## src/rtl/pip_norm_pack.sv

```systemverilog
// pip_norm_pack: two-stage signed-sum to FP16/FP32 normalise, round-to-nearest-even and pack.
// Define PACK_SUBNORM_EN to produce subnormal results instead of flushing them to signed zero.
module pip_norm_pack #(
  parameter int SUM_W   = 32,
  parameter int FRAC_W  = 20,
  parameter int EXP_W   = 10,
  parameter int EXP_OFS = 30
) (
  input  logic             clk,
  input  logic             rst,
  input  logic             i_valid,
  output logic             o_ready,
  input  logic [1:0]       i_mode_sel,
  input  logic [SUM_W-1:0] i_sum,
  input  logic [EXP_W-1:0] i_exp_max,
  output logic             o_valid,
  input  logic             i_ready,
  output logic [31:0]      o_result,
  output logic             o_mode_err
);
  localparam int MW = SUM_W + 1;
  localparam int PW = $clog2(MW);
  logic adv, a_valid, a_sign, a_fp32;
  logic [MW-1:0] a_mag, sx;
  logic signed [EXP_W+1:0] a_e;
  logic [MW-2:0] norm, sig;
  logic [PW-1:0] p;
  logic signed [15:0] eb;
  logic lost, g, s, inc, ovf, low;
  logic [22:0] man;
  logic [7:0] ef;
  logic [31:0] res;
`ifdef PACK_SUBNORM_EN
  logic [6:0] sh;
`endif
  assign adv = !o_valid | i_ready;
  assign o_ready = adv | !a_valid;
  assign sx = {i_sum[SUM_W-1], i_sum};
  always_ff @(posedge clk) begin
    if (rst) begin
      a_valid <= 1'b0;
      o_valid <= 1'b0;
      o_result <= '0;
      o_mode_err <= 1'b0;
    end else begin
      if (o_ready) begin
        a_valid <= i_valid & !i_mode_sel[1];
        a_sign <= i_sum[SUM_W-1];
        a_mag <= i_sum[SUM_W-1] ? -sx : sx;
        a_e <= $signed({2'b00, i_exp_max}) - (EXP_W+2)'(EXP_OFS);
        a_fp32 <= i_mode_sel[0];
      end
      if (i_valid & o_ready & (i_mode_sel == 2'b10)) o_mode_err <= 1'b1;
      if (adv) begin
        o_valid <= a_valid;
        if (a_valid) o_result <= res;
      end
    end
  end
  // norm holds the fraction bits below the leading one, MSB-aligned
  always_comb begin
    p = '0;
    for (int i = 0; i < MW; i++) if (a_mag[i]) p = PW'(i);
    norm = (MW-1)'(a_mag << (PW'(MW-1) - p));
    eb = 16'(a_e) + 16'(p) - 16'(FRAC_W) + (a_fp32 ? 16'sd127 : 16'sd15);
    low = eb <= 16'sd0;
    ovf = eb >= (a_fp32 ? 16'sd255 : 16'sd31);
`ifdef PACK_SUBNORM_EN
    sh = low ? (((16'sd1 - eb) > 16'sd34) ? 7'd34 : 7'(16'sd1 - eb)) : 7'd0;
    sig = (MW-1)'({1'b1, norm} >> sh);
    lost = |({1'b1, norm} & ~({MW{1'b1}} << sh));
`else
    sig = norm;
    lost = 1'b0;
`endif
    man = a_fp32 ? sig[MW-2 -: 23] : {13'd0, sig[MW-2 -: 10]};
    g = a_fp32 ? sig[MW-25] : sig[MW-12];
    s = lost | (a_fp32 ? |sig[MW-26:0] : |sig[MW-13:0]);
    inc = g & (s | man[0]);
    ef = low ? 8'd0 : eb[7:0];
    // the +inc carry ripples into the exponent field, covering mantissa overflow and min-normal
    res = a_fp32 ? {a_sign, {ef, man} + 31'(inc)} : {16'd0, a_sign, {ef[4:0], man[9:0]} + 15'(inc)};
    if (a_mag == '0) res = '0;
    else if (ovf) res = a_fp32 ? {a_sign, 8'hFF, 23'd0} : {16'd0, a_sign, 5'h1F, 10'd0};
`ifndef PACK_SUBNORM_EN
    else if (low) res = a_fp32 ? {a_sign, 31'd0} : {16'd0, a_sign, 15'd0};
`endif
  end
endmodule

```

## config.mk

```make
export PLATFORM = sky130hd
export DESIGN_NAME = pip_norm_pack
export DESIGN_NICKNAME = d
export VERILOG_FILES = /design/src/rtl/pip_norm_pack.sv
export SDC_FILE = /design/constraint.sdc
export NUM_CORES = 1
export LEC_CHECK = 0
export BUFFER_PORTS_ARGS = -buffer_cell sky130_fd_sc_hd__clkbuf_2
export CELL_PAD_IN_SITES_DETAIL_PLACEMENT = 1
export CELL_PAD_IN_SITES_GLOBAL_PLACEMENT = 2
export CORE_MARGIN = 2
export CORE_UTILIZATION = 35
export CTS_CLUSTER_DIAMETER = 120
export DETAILED_ROUTE_END_ITERATION = 7
export GPL_ROUTABILITY_DRIVEN = 0
export HOLD_SLACK_MARGIN = 0.02
export PLACE_DENSITY = 0.82
export SLEW_MARGIN = 20
export SYNTH_ARGS = -nofsm -noshare
export SYNTH_HDL_FRONTEND = slang
export SYNTH_SLANG_ARGS = --single-unit
```

## constraint.sdc

```tcl
create_clock -name clk -period 15.5 [get_ports clk]
set_input_delay 2.325 -clock clk [delete_from_list [all_inputs] [get_ports clk]]
set_output_delay 2.325 -clock clk [all_outputs]
set_load 0.1 [all_outputs]
```

==> results of run 1 <==
worst paths after layout:
path	startpoint	end	slack, ns
setup / recovery	a_mag[32]	o_result[11]	8.40
hold / removal	o_result[22]	o_result[22]	0.45
setup reg to reg	a_mag[32]	o_result[11]	8.40
hold reg to reg	o_result[22]	o_result[22]	0.45
per-layer routing:
layer | vias up | GRT usage | share of wire
met3 | 38 | 0.02991 | 0.038
met2 | 187 | 0.3545 | 0.45
li1 | 3731 | - | -
met5 | - | 0 | 0
met1 | 3740 | 0.3092 | 0.49
met4 | 0 | 0.06335 | 0.021
logic make-up (layout without fill, tap and decap cells):
group | count (synthesis) | in the layout | share of synthesized area
buffers and inverters | 99 | 162 | 0.05367
other | 1 | 1 | 0.0004610
AND/OR/NAND/NOR | 307 | 307 | 0.2081
XOR/XNOR | 70 | 70 | 0.07536
AO/OA/AOI/OAI | 291 | 291 | 0.2687
flip-flops | 81 | 81 | 0.2559
adder cells (fa/ha/maj) | 35 | 35 | 0.05752
multiplexers | 61 | 61 | 0.08028
per-stage QoR:
step | power, mW | setup WS, ns | util | std cells
after global routing | 0.9554 | 7.781 | 0.4002 | 1293
after CTS | 0.9043 | 8.415 | 0.4002 | 1293
final | 0.9044 | 8.395 | 0.4002 | 1293
after global placement | 0.6569 | 8.573 | 0.3867 | 1277
after floorplan | 0.5548 | 9.562 | - | 945
after detailed placement | 0.6608 | 8.536 | 0.3867 | 1277
critical path: stages, from the launching register on:
cell,delay (ns)
edfxtp_1,0.73
nor2b_1,0.19
or3_1,0.42
a211oi_2,0.43
a211oi_4,0.04
buf_4,0.27
inv_4,0.42
ha_1,0.24
inv_1,0.04
ha_1,0.17
ha_1,0.20
inv_1,0.07
fa_1,0.23
inv_1,0.06
a21oi_1,0.16
o21bai_1,0.11
xor2_1,0.34
ha_1,0.32
a21o_1,0.18
a21oi_1,0.15
o311ai_0,0.15
o31a_1,0.36
or3_1,0.35
nor2_1,0.43
nand2_1,0.38
or3_1,0.45
o211ai_1,0.09
report_power, final:
group / total, mW / switching [mW] / internal, mW
registers: 0.258 / 0.0159 / 0.243
logic: 0.405 / 0.263 / 0.142
clock network: 0.241 / 0.113 / 0.129
total: 0.904 / 0.391 / 0.513
sequential cells by signal, indices dropped and copies added (netlist names):
| signal | flops |
|---|---|
| a_e | 11 |
| a_fp32 | 1 |
| a_mag | 33 |
| a_sign | 1 |
| a_valid | 1 |
| o_mode_err | 1 |
| o_result | 32 |
| o_valid | 1 |
cell type report:
cell class	instances	area (µm²)
clock inverters	7	82.58
multi-input cells	765	5640
repair buffers	95	508.0
inverters	51	193.9
fillers	2756	13620
clock buffers	9	225.2
flip-flops and latches	81	2082
well taps	285	356.6
cells in the final DEF (no fill, tap or decap), drive strengths merged, types with 8 or more instances in the layout:
cell type,count
or3,10
o31ai,16
a22oi,17
nand2b,10
or2,8
nand3,29
xnor2,54
inv,56
nor3,29
mux2,14
nand2,77
buf,13
o2111ai,8
a211oi,22
nand4,8
o21ai,46
edfxtp,46
mux2i,45
o22ai,15
nor2,69
a21oi,50
clkbuf,91
o211ai,14
dfxtp,35
xor2,16
ha,31
a21o,9
or4,15
nor4,25
==> results.yml, run 1 <==
global_routing:
  antenna_found_initial: 1
  gr-total-overflow: 0
  grt_max_degree: 47
  grtUsageTotal: 0.2207
  first_global_vias: 7597
  grt_pass1_wl_um: 42640
clock_tree:
  holdBufCountCts: 0
  clock_sinks: 81
  cts_root_buf: "clkbuf_16"
  htreeDepth: 3
  post_cts_resized: 0
  clock_latency_ns: 0.37
  clk_pin_slew_ns: 0.09
  cts_tree: "done"
  clock_path_buffers: 2
  cts_buffers: 9
  cts_setup_buffers: 0
timing:
  finalMaxSlewViolations: 0
  max_slew_margin: 0.2249
  setup_viol: 0
  finalHoldViolCount: 0
  fmax_mhz: 140.8
  worstMarginPinSlew_ns: 1.133
  skew_ns: 0.01881
  rsz0062_at_grt: "false"
  period_needed_ns: 7.105
  tns_ns: 0
  holdWs_ns: 0.4484
  min_period_over_period: 0.4584
critical_path:
  worstPathArrival_ns: 7.39
  cp.required_ns: 15.78
  cp-end-kind: "register"
  rr_worst_depth: 26
  critPathKind: "register to register"
  cp-start-kind: "register"
  path_max_fanout: 42
route:
  avgRoutedWirePerCell_um: 20.57
  drtIter0Drc: 439
  drt_wl_total_um: 26600
  drc: 0
  via_count: 7696
  via_per_inst: 5.952
  ant_nets: 0
  drt_pass1_iterations: 4
synthesis:
  ys_types: 101
  syn_area_mm2: 0.008135
  synthTopCellsByArea: "edfxtp_1, dfxtp_1, xnor2_1"
  synthMostInstantiatedCell: "nand2_1"
  synthTopCellsByCount: "nand2_1, nor2_1, xnor2_1, inv_1, a21oi_1"
  syn_nets: 1028
  yosysWarnings: 0
  synthCells: 945
  synth-seq-cells: 81
  synth_edf_count: 46
  syn_area_per_cell_um2: 8.609
  synth_top_cell_by_area: "edfxtp_1"
  synth_top_area_frac: 0.1698
  synthArstFlopShare: 0
  yosysSeqAreaShare: 0.2559
  synth_flop_cell: "edfxtp_1"
place:
  dp_hpwl_um: 20670
  place_area_mm2: 0.008781
  port_buffers: 82
final_layout:
  area_delta_synth_final_pct: 11.72
  drive_gt1_frac: 0.1736
  diodes: 0
  layout.nets: 1086
  post-route-cell-area_mm2: 0.009089
power:
  p_leak_nw: 3.395
  vdd_drop_max_v: 0.00004668
  pwr_density_cell_mw_per_mm2: 99.51
status:
  status: "completed"
worst_hold_path:
  hold_path.class: "register to register"
  min_path_cells: 2
die:
  die_y_um: 156.5
  initial_core_util: 0.3582
  coreArea_mm2: 0.02271
  dieWidth_um: 156.5
  dieArea_mm2: 0.02448
  io-pin-count: 83
  row_count: 55
flow_run:
  drv_cap: 0
Power figures use the tool's default switching activity.
==> run 2, diff against run 1 <==
--- a/config.mk
+++ b/config.mk
@@ -9,12 +9,12 @@
 export CELL_PAD_IN_SITES_DETAIL_PLACEMENT = 1
 export CELL_PAD_IN_SITES_GLOBAL_PLACEMENT = 2
 export CORE_MARGIN = 2
-export CORE_UTILIZATION = 35
+export CORE_UTILIZATION = 34
 export CTS_CLUSTER_DIAMETER = 120
 export DETAILED_ROUTE_END_ITERATION = 7
 export GPL_ROUTABILITY_DRIVEN = 0
 export HOLD_SLACK_MARGIN = 0.02
-export PLACE_DENSITY = 0.82
+export PLACE_DENSITY = 0.83
 export SLEW_MARGIN = 20
 export SYNTH_ARGS = -nofsm -noshare
 export SYNTH_HDL_FRONTEND = slang
==> constraint.sdc (replaced) <==
create_clock -name clk -period 5.85 [get_ports clk]
set_input_delay 0.8775 -clock clk [delete_from_list [all_inputs] [get_ports clk]]
set_output_delay 0.8775 -clock clk [all_outputs]
set_load 0.1 [all_outputs]
==> run 2 against run 1 <==
Compared with the run above: fmax rose by 25%; clock-buffer cell count is 2 higher; total power grew to 2.8 times the previous value; largest cell class unchanged; highest routed layer unchanged; critical path type unchanged; final area increased by 8.1%; non-clock buffer count increased by 62; global-route usage rose by 0.15 points; wire length rose by 5.6%; clock power rose to 2.9 times the previous value; largest power group unchanged; via count increased by 3.9%; clock skew down 0.0022 ns; register-to-register slack got worse by 8.2 ns; final cell count increased by 7.4%.
==> results.yml, run 2 (synthesis results as in run 1) <==
timing:
  skew_ns: 0.01666
  holdWs_ns: 0.4488
  worstMarginPinSlew_ns: 0.8533
  max_slew_margin: 0.4251
  tns_ns: 0
  finalMaxSlewViolations: 0
  period_needed_ns: 5.697
  finalHoldViolCount: 0
  fmax_mhz: 175.5
  rsz0062_at_grt: "true"
  min_period_over_period: 0.9739
  setup_viol: 0
final_layout:
  mostFrequentLayoutCells: "clkbuf_2, nand2_1, buf_4"
  fillers: 2781
  area_delta_synth_final_pct: 20.78
  layout.nets: 1148
  drive_gt1_frac: 0.2449
  layout_commonest_cell: "clkbuf_2"
  largest_reg_flops: 33
  largest-register: "a_mag"
  diodes: 0
  largestRegisters: "a_mag x33, o_result x32, a_e x11"
  regArea_mm2: 0.002082
  multiInputGateArea_mm2: 0.005802
route:
  avgRoutedWirePerCell_um: 20.23
  via_per_inst: 5.754
  drc: 0
  ant_nets: 0
  dr.max_layer_used: "met4"
  drt_wl_total_um: 28100
  drtIter0Drc: 467
  m1WireLength_um: 12640
  wl_met2_um: 13290
  dr_wl_met3_um: 1179
  drt_pass1_iterations: 5
  via_count: 7993
critical_path:
  cp.required_ns: 6.15
  path_max_fanout: 8
  critPathKind: "register to register"
  crit_chain: "or2_2, o211ai_1, nand4_1, ha_1, inv_1, ha_1, ha_4, inv_2, fa_2, inv_2, a21oi_2, o21bai_1, xor2_1, ha_1, a21o_1, a21oi_2, o311ai_2, o31a_1, or3_4, nor2_4, buf_6, o31ai_4, a31oi_1, a21bo_1"
  rr_worst_depth: 24
  worstPathArrival_ns: 6.00
  cp-end-kind: "register"
  crit_slowest_cell: "edfxtp_1"
  cp-start-kind: "register"
  cpMostUsedCell: "ha_1"
  slowest_delay_ns: 0.54
clock_tree:
  clock_path_buffers: 2
  cts_buffers: 9
  clk_pin_slew_ns: 0.07
  htreeDepth: 3
  cts_root_buf: "clkbuf_16"
  cts_tree: "done"
  clock_latency_ns: 0.36
  clock_sinks: 81
power:
  pwr_density_cell_mw_per_mm2: 261.9
  p_leak_nw: 3.744
  vdd_drop_max_v: 0.0001638
die:
  dieArea_mm2: 0.02518
  io-pin-count: 83
  coreArea_mm2: 0.02347
  row_count: 56
  initial_core_util: 0.3466
  die_y_um: 158.7
  dieWidth_um: 158.7
global_routing:
  grt_max_degree: 47
  first_global_vias: 7927
  gr-total-overflow: 0
  grtUsageTotal: 0.2221
  grt_pass1_wl_um: 43650
  antenna_found_initial: 0
place:
  dp_hpwl_um: 21570
  port_buffers: 82
status:
  status: "completed"
worst_hold_path:
  min_path_cells: 2
  hold_path.class: "register to register"
flow_run:
  drv_cap: 0
==> run 2: cell type report <==
type / count / area share
multi-input cells: 765 / 0.5905
flip-flops and latches: 81 / 0.2119
well taps: 319 / 0.04062
repair buffers: 157 / 0.1021
inverters: 51 / 0.01974
clock buffers: 11 / 0.02801
clock inverters: 5 / 0.007131
==> run 2: power by group <==
part	switching, mW	internal [mW]
Combinational	0.747	0.462
Sequential	0.0339	0.642
Clock	0.295	0.393
==> run 2: timing repair <==
action	CTS	global route
pin swaps	0	23
resized for setup	3	29
gates cloned	0	1
hold buffers	0	0
setup buffers	0	19
endpoints found under the setup margin	2	22
==> run 2: final timing paths <==
kind | start | to | slack [ns]
min reg2reg | o_result[17] | o_result[17] | 0.45
max reg2reg | a_mag[24] | o_result[13] | 0.15
min | o_result[17] | o_result[17] | 0.45
max | a_mag[24] | o_result[13] | 0.15
==> run 2: routing by layer <==
metal,vias up,GRT usage
met5,-,0
met4,0,0.07636
met3,63,0.02940
met2,210,0.3766
met1,3868,0.2901
li1,3852,-
==> run 2: metrics by stage <==
stage	util	instances	power, mW	area, µm²	setup slack, ns
CTS	0.4065	1369	2.523	9540	0.004208
global route	0.4186	1389	2.709	9826	-0.09230
detailed placement	0.3908	1353	1.820	9174	0.04096
floorplan	-	945	1.470	8143	0.01532
global placement	0.3907	1353	1.805	9171	0.1801
finish	0.4186	1389	2.574	9826	0.1530
==> run 2: worst max-delay path: cells and delay by family (launching register included) <==
family,cells,cell delay (ns)
XOR/XNOR,1,0.24
buffers and inverters,4,0.30
flip-flops,1,0.54
adder cells (fa/ha/maj),5,1.34
AO/OA/AOI/OAI,10,1.96
AND/OR/NAND/NOR,4,1.26
